==> src/rtl/multicycle_controller.sv <==
`default_nettype none
// ============================================================================
// Module      : multicycle_controller
// Description : FETCH/DECODE/EXEC/MEM/WB sequencer for a multi-cycle RISC-V
//               core with a shared memory port, a ready handshake and a
//               memory-wait timeout.
// Revision    : 1.0 - initial release
// ============================================================================
module multicycle_controller #(
    parameter int MEM_TIMEOUT = 15,
    parameter int CNT_W       = 8
) (
    input  logic       clk,
    input  logic       reset,
    input  logic [6:0] Opcode,
    input  logic       mem_ready,
    output logic       mem_req,
    output logic       mem_sel,
    output logic       mem_we,
    output logic       ir_write,
    output logic       pc_write,
    output logic       branch_eval,
    output logic       ALUSrc,
    output logic [1:0] ALUOp,
    output logic       MemtoReg,
    output logic       RegWrite,
    output logic       instr_retired,
    output logic       illegal_op,
    output logic       timeout,
    output logic [2:0] state_o
);

    typedef enum logic [2:0] {
        S_FETCH  = 3'd0,
        S_DECODE = 3'd1,
        S_EXEC   = 3'd2,
        S_MEM    = 3'd3,
        S_WB     = 3'd4,
        S_HALT   = 3'd5
    } state_t;

    localparam logic [6:0] C_OP_R   = 7'b0110011;
    localparam logic [6:0] C_OP_I   = 7'b0010011;
    localparam logic [6:0] C_OP_LW  = 7'b0000011;
    localparam logic [6:0] C_OP_SW  = 7'b0100011;
    localparam logic [6:0] C_OP_BR  = 7'b1100011;
    localparam logic [6:0] C_OP_LUI = 7'b0110111;

    localparam bit               C_TO_EN = (MEM_TIMEOUT != 0);
    localparam logic [CNT_W-1:0] C_LAST  = CNT_W'((MEM_TIMEOUT == 0) ? 0 : MEM_TIMEOUT - 1);
    localparam logic [CNT_W-1:0] C_ONE   = CNT_W'(1);

    state_t           state_q, state_d;
    logic [CNT_W-1:0] cnt_q, cnt_d;
    logic             illegal_q, illegal_d;
    logic             timeout_q, timeout_d;

    logic is_r, is_i, is_lw, is_sw, is_br, is_lui, is_legal;
    logic wait_expired;

    always_comb begin
        is_r     = (Opcode == C_OP_R);
        is_i     = (Opcode == C_OP_I);
        is_lw    = (Opcode == C_OP_LW);
        is_sw    = (Opcode == C_OP_SW);
        is_br    = (Opcode == C_OP_BR);
        is_lui   = (Opcode == C_OP_LUI);
        is_legal = is_r | is_i | is_lw | is_sw | is_br | is_lui;
    end

    // Ready in the last tolerated waiting cycle still completes the transfer.
    assign wait_expired = C_TO_EN && !mem_ready && (cnt_q == C_LAST);

    // The counter only survives a cycle that keeps waiting, so any entry into
    // FETCH or MEM starts from zero.
    always_comb begin
        state_d   = state_q;
        cnt_d     = '0;
        illegal_d = illegal_q;
        timeout_d = timeout_q;
        case (state_q)
            S_FETCH: begin
                if (mem_ready) begin
                    state_d = S_DECODE;
                end else if (wait_expired) begin
                    state_d   = S_HALT;
                    timeout_d = 1'b1;
                end else begin
                    cnt_d = cnt_q + C_ONE;
                end
            end
            S_DECODE: begin
                if (is_legal) begin
                    state_d = S_EXEC;
                end else begin
                    state_d   = S_HALT;
                    illegal_d = 1'b1;
                end
            end
            S_EXEC: begin
                if (is_br) begin
                    state_d = S_FETCH;
                end else if (is_lw || is_sw) begin
                    state_d = S_MEM;
                end else begin
                    state_d = S_WB;
                end
            end
            S_MEM: begin
                if (mem_ready) begin
                    state_d = is_lw ? S_WB : S_FETCH;
                end else if (wait_expired) begin
                    state_d   = S_HALT;
                    timeout_d = 1'b1;
                end else begin
                    cnt_d = cnt_q + C_ONE;
                end
            end
            S_WB:    state_d = S_FETCH;
            S_HALT:  state_d = S_HALT;
            default: state_d = S_HALT;
        endcase
    end

    always_ff @(posedge clk or posedge reset) begin
        if (reset) begin
            state_q   <= S_FETCH;
            cnt_q     <= '0;
            illegal_q <= 1'b0;
            timeout_q <= 1'b0;
        end else begin
            state_q   <= state_d;
            cnt_q     <= cnt_d;
            illegal_q <= illegal_d;
            timeout_q <= timeout_d;
        end
    end

    always_comb begin
        mem_req       = 1'b0;
        mem_sel       = 1'b0;
        mem_we        = 1'b0;
        ir_write      = 1'b0;
        pc_write      = 1'b0;
        branch_eval   = 1'b0;
        ALUSrc        = 1'b0;
        ALUOp         = 2'b00;
        MemtoReg      = 1'b0;
        RegWrite      = 1'b0;
        instr_retired = 1'b0;
        case (state_q)
            S_FETCH: begin
                mem_req  = 1'b1;
                ir_write = mem_ready;
                pc_write = mem_ready;
            end
            S_EXEC: begin
                branch_eval   = is_br;
                instr_retired = is_br;
            end
            S_MEM: begin
                mem_req       = 1'b1;
                mem_sel       = 1'b1;
                mem_we        = is_sw;
                instr_retired = is_sw & mem_ready;
            end
            S_WB: begin
                RegWrite      = 1'b1;
                MemtoReg      = is_lw;
                instr_retired = 1'b1;
            end
            default: ;
        endcase

        if (state_q == S_DECODE || state_q == S_EXEC || state_q == S_MEM || state_q == S_WB) begin
            ALUSrc = is_lw | is_sw | is_i | is_lui;
            if (is_br)              ALUOp = 2'b01;
            else if (is_r || is_i)  ALUOp = 2'b10;
            else if (is_lui)        ALUOp = 2'b11;
            else                    ALUOp = 2'b00;
        end

        if (reset) begin
            mem_req       = 1'b0;
            mem_we        = 1'b0;
            ir_write      = 1'b0;
            pc_write      = 1'b0;
            branch_eval   = 1'b0;
            RegWrite      = 1'b0;
            instr_retired = 1'b0;
        end
    end

    assign illegal_op = illegal_q;
    assign timeout    = timeout_q;
    assign state_o    = state_q;

endmodule
`default_nettype wire
==> config.mk <==
export PLATFORM = sky130hd
export DESIGN_NAME = multicycle_controller
export DESIGN_NICKNAME = d
export VERILOG_FILES = /design/src/rtl/multicycle_controller.sv
export SDC_FILE = /design/constraint.sdc
export NUM_CORES = 1
export LEC_CHECK = 0
export ABC_CLOCK_PERIOD_IN_PS = 1600
export BUFFER_PORTS_ARGS = -buffer_cell sky130_fd_sc_hd__buf_2
export CAP_MARGIN = 15
export CORE_MARGIN = 1.5
export CORE_UTILIZATION = 50
export DETAILED_ROUTE_END_ITERATION = 10
export PLACE_DENSITY = 0.79
export SLEW_MARGIN = 20
export SYNTH_ARGS = -nofsm -noshare
export SYNTH_HDL_FRONTEND = slang
export SYNTH_SLANG_ARGS = --single-unit
==> constraint.sdc <==
create_clock -name clk -period 1.6 [get_ports clk]
set_input_delay 0.16 -clock clk [delete_from_list [all_inputs] [get_ports clk]]
set_output_delay 0.16 -clock clk [all_outputs]
set_load 0.03 [all_outputs]
# Word level (Yosys, flattened, before mapping)
# Index checks and enable logic that the tools add are counted.
classes:
  add_sub_neg: 1
  eq_ne: 11
  mux: 30
  n_bitwise: 11
  n_reduce_logical: 11
op_table:
  columns: ["operator", "count"]
  rows:
  - ["8-bit two-way mux", 3]
  - ["7-bit by 6-bit == test with 1-bit output (second input constant)", 3]
  - ["3-bit two-way mux", 7]
  - ["3-bit one-hot mux with 5 select lines", 1]
  - ["1-bit two-way mux", 14]
  - ["8-bit by 1-bit adder with 8-bit output (second input constant)", 1]
  - ["8-bit by 4-bit == test with 1-bit output (second input constant)", 1]
  - ["2-bit two-way mux", 4]
  - ["1-bit OR", 8]
  - ["7-bit by 2-bit == test with 1-bit output (second input constant)", 1]
  - ["7-bit by 5-bit == test with 1-bit output (second input constant)", 1]
  - ["7-bit == test (second input constant)", 1]
  - ["3-bit by 2-bit == test with 1-bit output (second input constant)", 2]
  - ["1-bit logical OR", 5]
  - ["3-bit by 1-bit == test with 1-bit output (second input constant)", 1]
  - ["3-bit == test (second input constant)", 1]
  - ["3-bit zero test", 1]
  - ["1-bit one-hot mux with 3 select lines", 1]
  - ["3-bit AND reduction", 1]
  - ["1-bit NOT", 2]
  - ["2-bit AND reduction", 1]
  - ["2-bit OR reduction", 1]
  - ["1-bit AND", 1]
  - ["1-bit logical AND", 1]
  - ["1-bit zero test", 1]
word_totals:
  ff_bits: 13
  input_bits: 10
  wordCells: 68

# Depth between registers and ports, before layout
# Gate-level depths: netlist of the first run.
logic_depth:
  word_depth: 8
  mapped_depth: 5

# Least setup slack after synthesis of the first run
# No wires, ideal clock.
synth_timing:
  kind: "register to output"
  startpoint: "register state_q[1], in the netlist state_o[1]"
  endpoint: "output port instr_retired"
  arrival_ns: 1.923
  path_slack_ns: -0.483
  stages_incl_launch_ff: 5
  cell_sequence: "dfrtp_1 buf_6 nand3b_1 nor4b_2 a211o_1"
synth_between:
  elab_chain_cells: 3
synth_rtl:
  columns: ["element", "line_no", "rtl"]
  rows:
  - ["start, declared", "53", "state_t state_q, state_d;"]
  - ["start signal, assigned", "132", "state_q <= state_d;"]
  - ["3-bit == test or 3-bit by 2-bit == test with 1-bit output (tied branches)", "151", "case (state_q)"]
  - ["1-bit one-hot mux with 3 select lines (*)", "151", null]
  - ["1-bit two-way mux (*)", "183", "if (reset) begin"]
  - ["end, declared", "27", "output logic instr_retired,"]
# Mark *: on every way between the ends. The rest lies on a longest branch, timed or not.

# Worst setup path after layout of the first run
layout_timing:
  startpoint: "register state_q[2], in the netlist state_o[2]"
  endpoint: "output port instr_retired"
# Same word-level chain as after synthesis.

==> run metrics, run 1 <==
CTS Root Cell=clkbuf_4; CTS Buf Count=3; Clk network pwr share=between 30% and 40%; final hold violations=0; 1st-pass router iterations=4; clock skew=0.00134 ns; Worst setup startpoint=state_o[2]; initial antenna violation count=0; period utilization=107%; grt ovf=0; Synth Register Bits=13; hold depth=2; Skew-Pair Late Insertion Delay=0.27 ns; max-cap violation count=0; Iteration-0 DRC Markers=15; Worst Path Required=1.44 ns; final RePlAce weighted congestion=between 0.8 and 0.9; syn nets=118; internal power=0.446 mW; number of flops mapped to enable cells by yosys=0; Final Max Tran Viols=0; Starting Density=52.9%; post-layout min period=between 1.5 and 2 ns; WP depth=4; Synth Instances=106; Comb power frac=a little over a tenth; Top delay family on crit path=simple AND/OR/NAND/NOR gates; R2R depth=5; wire per inst=12.2 um; Worst EP arrival=1.55 ns; Detailed Place HPWL=~1.5 mm; clk buf depth=2; total track usage=20.3%; synthesized area=913 um^2; Switching Share=24.3%; Worst Tran Pin Value=0.280 ns; Avg Vias per Cell=5.39; Multi-input gate area=about 570 um^2; fillers=about 150; status=finished, violations left; area share of the largest cell type after synthesis=35.6%; maximum vdd drop=0.425 mV; max_slew headroom=around 81%; register area share after synthesis=35.6%; H-tree Lvls=1; Crit Path Max Fanout=6; drt total wl=approximately 2.0 mm; Reg-to-Reg Start=state_o[0]; # clock sinks=13; Area contributors post-synth=dfrtp_1 36%, nor2_1 7.8%, xor2_1 5.8%, buf_6 3.7%, nand3_1 3.3%; leakage=0.565 nW; crit path to=instr_retired; share of post-route cells with drive strength above 1=38.3%; pwr dens=486 mW/mm^2; CP Cell Sequence=nand3b_1 -> nor4b_4 -> a211o_4 -> buf_6; number of distinct library cells after synthesis=33; I/O pin count=27; clock-pin slew of the registers on the worst-case setup and hold paths=0.08 ns; Seq. cell area=329 um^2; async set-reset flop share out of synthesis=100%; Syn Area/Cell=8.62 um^2; top_reg_cell synth=dfrtp_1; Hold Path Class=in2reg; CTS tree=done; largest net degree at the start of global routing=14; Reg-to-Reg End=cnt_q[2]; Worst path max stage delay=0.46 ns; Fin Hold WS=0.232 ns; Setup crit end kind=output pin; Ys Warns=0; area grow syn2layout=32.7%; Synth top cells by count=19 x nor2_1, 13 x dfrtp_1, 7 x nand2_1, 6 x nand3_1, 6 x xor2_1; Final ANT Viol Nets=0; Net Sw Power=between 0.1 and 0.15 mW; Die Ht=between 40 and 50 um; highest clock rate=585 MHz; Via Count=894; most common cell in the synthesized netlist=nor2_1; final setup vio count=4; RSZ-0062 raised after global routing=yes; r2r setup slk=roughly 0.15 ns; buffers added on ports=26; row count=15; cell accounting for the most synthesized area=dfrtp_1; Die W=45.7 um; total power=0.589 mW; Final Util=70.2%; CP max-delay cell=dfrtp_2; PnR worst setup slack=-0.110 ns; die area=0.00209 mm^2; violated checks=setup timing; WS Path Type=reg2out; CP Buf/Inv Count=1; global-route wire length before repair=3.13 mm; vias in the first global route=712; CP Launch Type=flop; share of power burned in registers=55.7%; Final nets=154; Residual DRC=0; diodes inserted=0; core footprint=0.00173 mm^2
-- cell type report --
class	count	area share, %
clock inverters	1	0.413
multi-input cells	84	47.3
flip-flops and latches	13	27.1
clock buffers	3	1.86
well taps	25	2.58
inverters	4	1.24
repair buffers	36	19.5
-- metrics by stage --
step	std cells	instance area [um^2]	setup TNS, ns	worst slack [ns]
4_1_cts	164	1180	-0.220	-0.0881
6_report	166	1210	-0.275	-0.110
2_1_floorplan	106	956	-0.314	-0.234
3_3_place_gp	157	1110	0	0.116
5_1_grt	166	1210	-0.710	-0.182
3_5_place_dp	157	1110	0	0.0595
-- what timing repair did --
| action | 4_1_cts | 5_1_grt |
|---|---|---|
| hold endpoints to repair | 13 | 0 |
| setup buffers | 2 | 2 |
| setup endpoints to repair | 6 | 7 |
| pin swaps | 4 | 1 |
| hold buffers | 1 | 0 |
| resized for setup | 10 | 7 |
-- flip-flops by register name, indices dropped and copies added (netlist names) --
signal,count
illegal_op,1
state_o,3
cnt_q,8
timeout,1
-- power by group through the flow --
stage               Sequential (mW)  Clock [mW]  Combinational [mW]
floorplan                     0.335           0              0.0345
global placement              0.335           0              0.0602
detailed placement            0.335           0              0.0617
CTS                           0.328       0.204              0.0639
global route                  0.328       0.217              0.0720
finish                        0.328       0.197              0.0639
-- cells in the final DEF (no fill, tap or decap), drive strengths merged, types with 3 or more instances in the layout --
master and count:
a21oi 3, and3 3, buf 34, clkbuf 4
dfrtp 13, inv 4, nand2 7, nand2b 3
nand3 6, nand3b 3, nand4 3, nor2 19
nor3 5, nor3b 3, o21ai 6, xor2 6
-- metal layers --
| layer | vias to the layer above | wire (um) | global-route usage [%] |
|---|---|---|---|
| met3 | 0 | 128 | 4.76 |
| met4 | 0 | 0 | 2.86 |
| met1 | 410 | 961 | 29.9 |
| met2 | 38 | 935 | 31.0 |
| met5 | - | 0 | 0 |
| li1 | 446 | - | - |
-- kinds of logic after synthesis --
group	Yosys count	share of synthesized area [%]
simple gates	58	35.5
compound gates	16	11.5
flops	13	35.6
buf+inv	9	6.99
xor+xnor	8	7.67
fa+ha+maj	2	2.74
-- worst min path at each step --
stage	slack [ns]	end	startpoint
2_1_floorplan	0.05	cnt_q[0]	reset
3_3_place_gp	0.26	timeout	reset
3_5_place_dp	0.25	cnt_q[7]	reset
4_1_cts	0.23	state_o[0]	mem_ready
5_1_grt	0.24	state_o[0]	mem_ready
6_report	0.23	state_o[0]	mem_ready
Note: power is estimated with default switching activity, not from simulation.
==> inputs of run 2 (changes only) <==
--- a/config.mk
+++ b/config.mk
@@ -12,6 +12,7 @@
 export CORE_UTILIZATION = 50
 export DETAILED_ROUTE_END_ITERATION = 10
 export PLACE_DENSITY = 0.79
+export RECOVER_POWER = 50
 export SLEW_MARGIN = 20
 export SYNTH_ARGS = -nofsm -noshare
 export SYNTH_HDL_FRONTEND = slang
==> run metrics, run 2 (synthesis gave the netlist of run 1 again) <==
status=finished, violations left; violated checks=setup timing; final hold violations=0; Top delay family on crit path=simple AND/OR/NAND/NOR gates; grt ovf=0; vias in the first global route=around 710; Biggest register=cnt_q; clock-pin slew of the registers on the worst-case setup and hold paths=0.08 ns; PnR worst setup slack=-0.109 ns; CTS Buf Count=3; fin cells=166; total track usage=approximately 20%; Residual DRC=0; core footprint=0.00173 mm^2; drt total wl=2.03 mm; CP Cell Sequence=nand3b_1 -> nor4b_4 -> a211o_4 -> buf_6; Placed Instance Area=0.00111 mm^2; clock skew=roughly 0.0013 ns; Comb power frac=10.6%; Switching Share=about a quarter; Die Ht=approximately 46 um; leakage=about 0.55 nW; I/O pin count=27; # clock sinks=13; maximum vdd drop=0.425 mV; internal power=~0.44 mW; Worst Path Required=1.44 ns; WS Path Type=reg2out; Setup crit end kind=output pin; CTS Root Cell=clkbuf_4; 1st-pass router iterations=4; Via Count=886; max_slew headroom=53.7%; Iteration-0 DRC Markers=15; design area=approximately 0.0012 mm^2; CP max-delay cell=dfrtp_2; Skew-Pair Late Insertion Delay=between 0.2 and 0.3 ns; Fin Hold WS=between 0.2 and 0.25 ns; area grow syn2layout=31.8%; share of post-route cells with drive strength above 1=34.8%; CTS tree=done; Final ANT Viol Nets=0; highest clock rate=585 MHz; post-layout min period=around 1.7 ns; CP Buf/Inv Count=1; diodes inserted=0; Clk network pwr share=33.5%; max-cap violation count=0; die area=roughly 0.0021 mm^2; final setup vio count=4; Final Max Tran Viols=0; clk buf depth=2; H-tree Lvls=1; share of power burned in registers=55.9%; Placed Cells incl. Taps=157; initial antenna violation count=0; Worst EP arrival=1.55 ns; Crit Path Max Fanout=6; period utilization=107%; Net Sw Power=0.143 mW; pwr dens=488 mW/mm^2; largest net degree at the start of global routing=14; Avg Vias per Cell=5.34; Final nets=154; RSZ-0062 raised after global routing=yes; buffers added on ports=26; wire per inst=about 12 um; commonest non-fill, non-tap cells in the layout=17 x nor2_1, 15 x buf_2, 11 x buf_4, 10 x dfrtp_1, 7 x nand2_1; global-route wire length before repair=3.13 mm; row count=15; max FFs per register=8; Worst path max stage delay=between 0.4 and 0.5 ns; most common cell after layout, fill and taps aside=nor2_1; Hold Path Class=in2reg; Detailed Place HPWL=approximately 1.5 mm; final RePlAce weighted congestion=0.857; Worst Tran Pin Value=0.694 ns; CP Launch Type=flop; Starting Density=52.9%; Die W=around 46 um
==> run 2: cell types whose count changed in the layout (fill, tap and decap cells not counted) <==
cell / delta
buf_2: -4
clkbuf_1: +5
buf_4: -1
==> run 2: routing by layer <==
layer	vias to the layer above	global-route usage [%]	routed length (um)
met4	0	2.86	0
met2	35	31.0	934
li1	446	-	-
met5	-	0	0
met1	405	29.9	966
met3	0	4.76	131
==> run 2: area by class of cell <==
cell class | count | area (um^2)
clock buffer | 3 | 22.5
timing repair buffer | 36 | 228
sequential | 13 | 329
multi-input combinational | 84 | 573
fill | 155 | 523
inverter | 4 | 15.0
tap | 25 | 31.3
clock inverter | 1 | 5.00
==> run 2: worst paths after layout <==
| path | slack [ns] | cells after the start | from | to |
|---|---|---|---|---|
| min in group asynchronous | 0.78 | 4 | reset | cnt_q[5] |
| max in group asynchronous | 0.34 | 4 | reset | state_o[0] |
| hold reg to reg | 0.47 | 1 | illegal_op | illegal_op |
| setup reg to reg | 0.15 | 5 | state_o[0] | cnt_q[2] |
| setup / recovery | -0.11 | 4 | state_o[2] | instr_retired |
| hold / removal | 0.23 | 2 | mem_ready | state_o[0] |
==> run 2: stage by stage <==
| step | setup TNS [ns] | power [mW] | util [%] | setup WS (ns) |
|---|---|---|---|---|
| after floorplan | -0.314 | 0.369 | - | -0.234 |
| after global placement | 0 | 0.395 | 64.1 | 0.116 |
| after detailed placement | 0 | 0.396 | 64.1 | 0.0595 |
| after CTS | -0.220 | 0.596 | 68.6 | -0.0881 |
| after global routing | -0.711 | 0.615 | 69.7 | -0.182 |
| final | -0.276 | 0.587 | 69.7 | -0.109 |
==> run 2: power groups by stage <==
stage | clock network [mW] | logic, mW | registers, mW
6_report | 0.197 | 0.0623 | 0.328
5_1_grt | 0.217 | 0.0704 | 0.328
4_1_cts | 0.204 | 0.0639 | 0.328
3_5_place_dp | 0 | 0.0617 | 0.335
3_3_place_gp | 0 | 0.0602 | 0.335
2_1_floorplan | 0 | 0.0345 | 0.335
==> run 2: timing repair <==
action / 4_1_cts / 5_1_grt
setup buffers: 2 / 2
hold buffers: 1 / 0
endpoints found under the setup margin: 6 / 7
resized for setup: 10 / 7
endpoints found under the hold margin: 13 / 0
pin swaps: 4 / 1
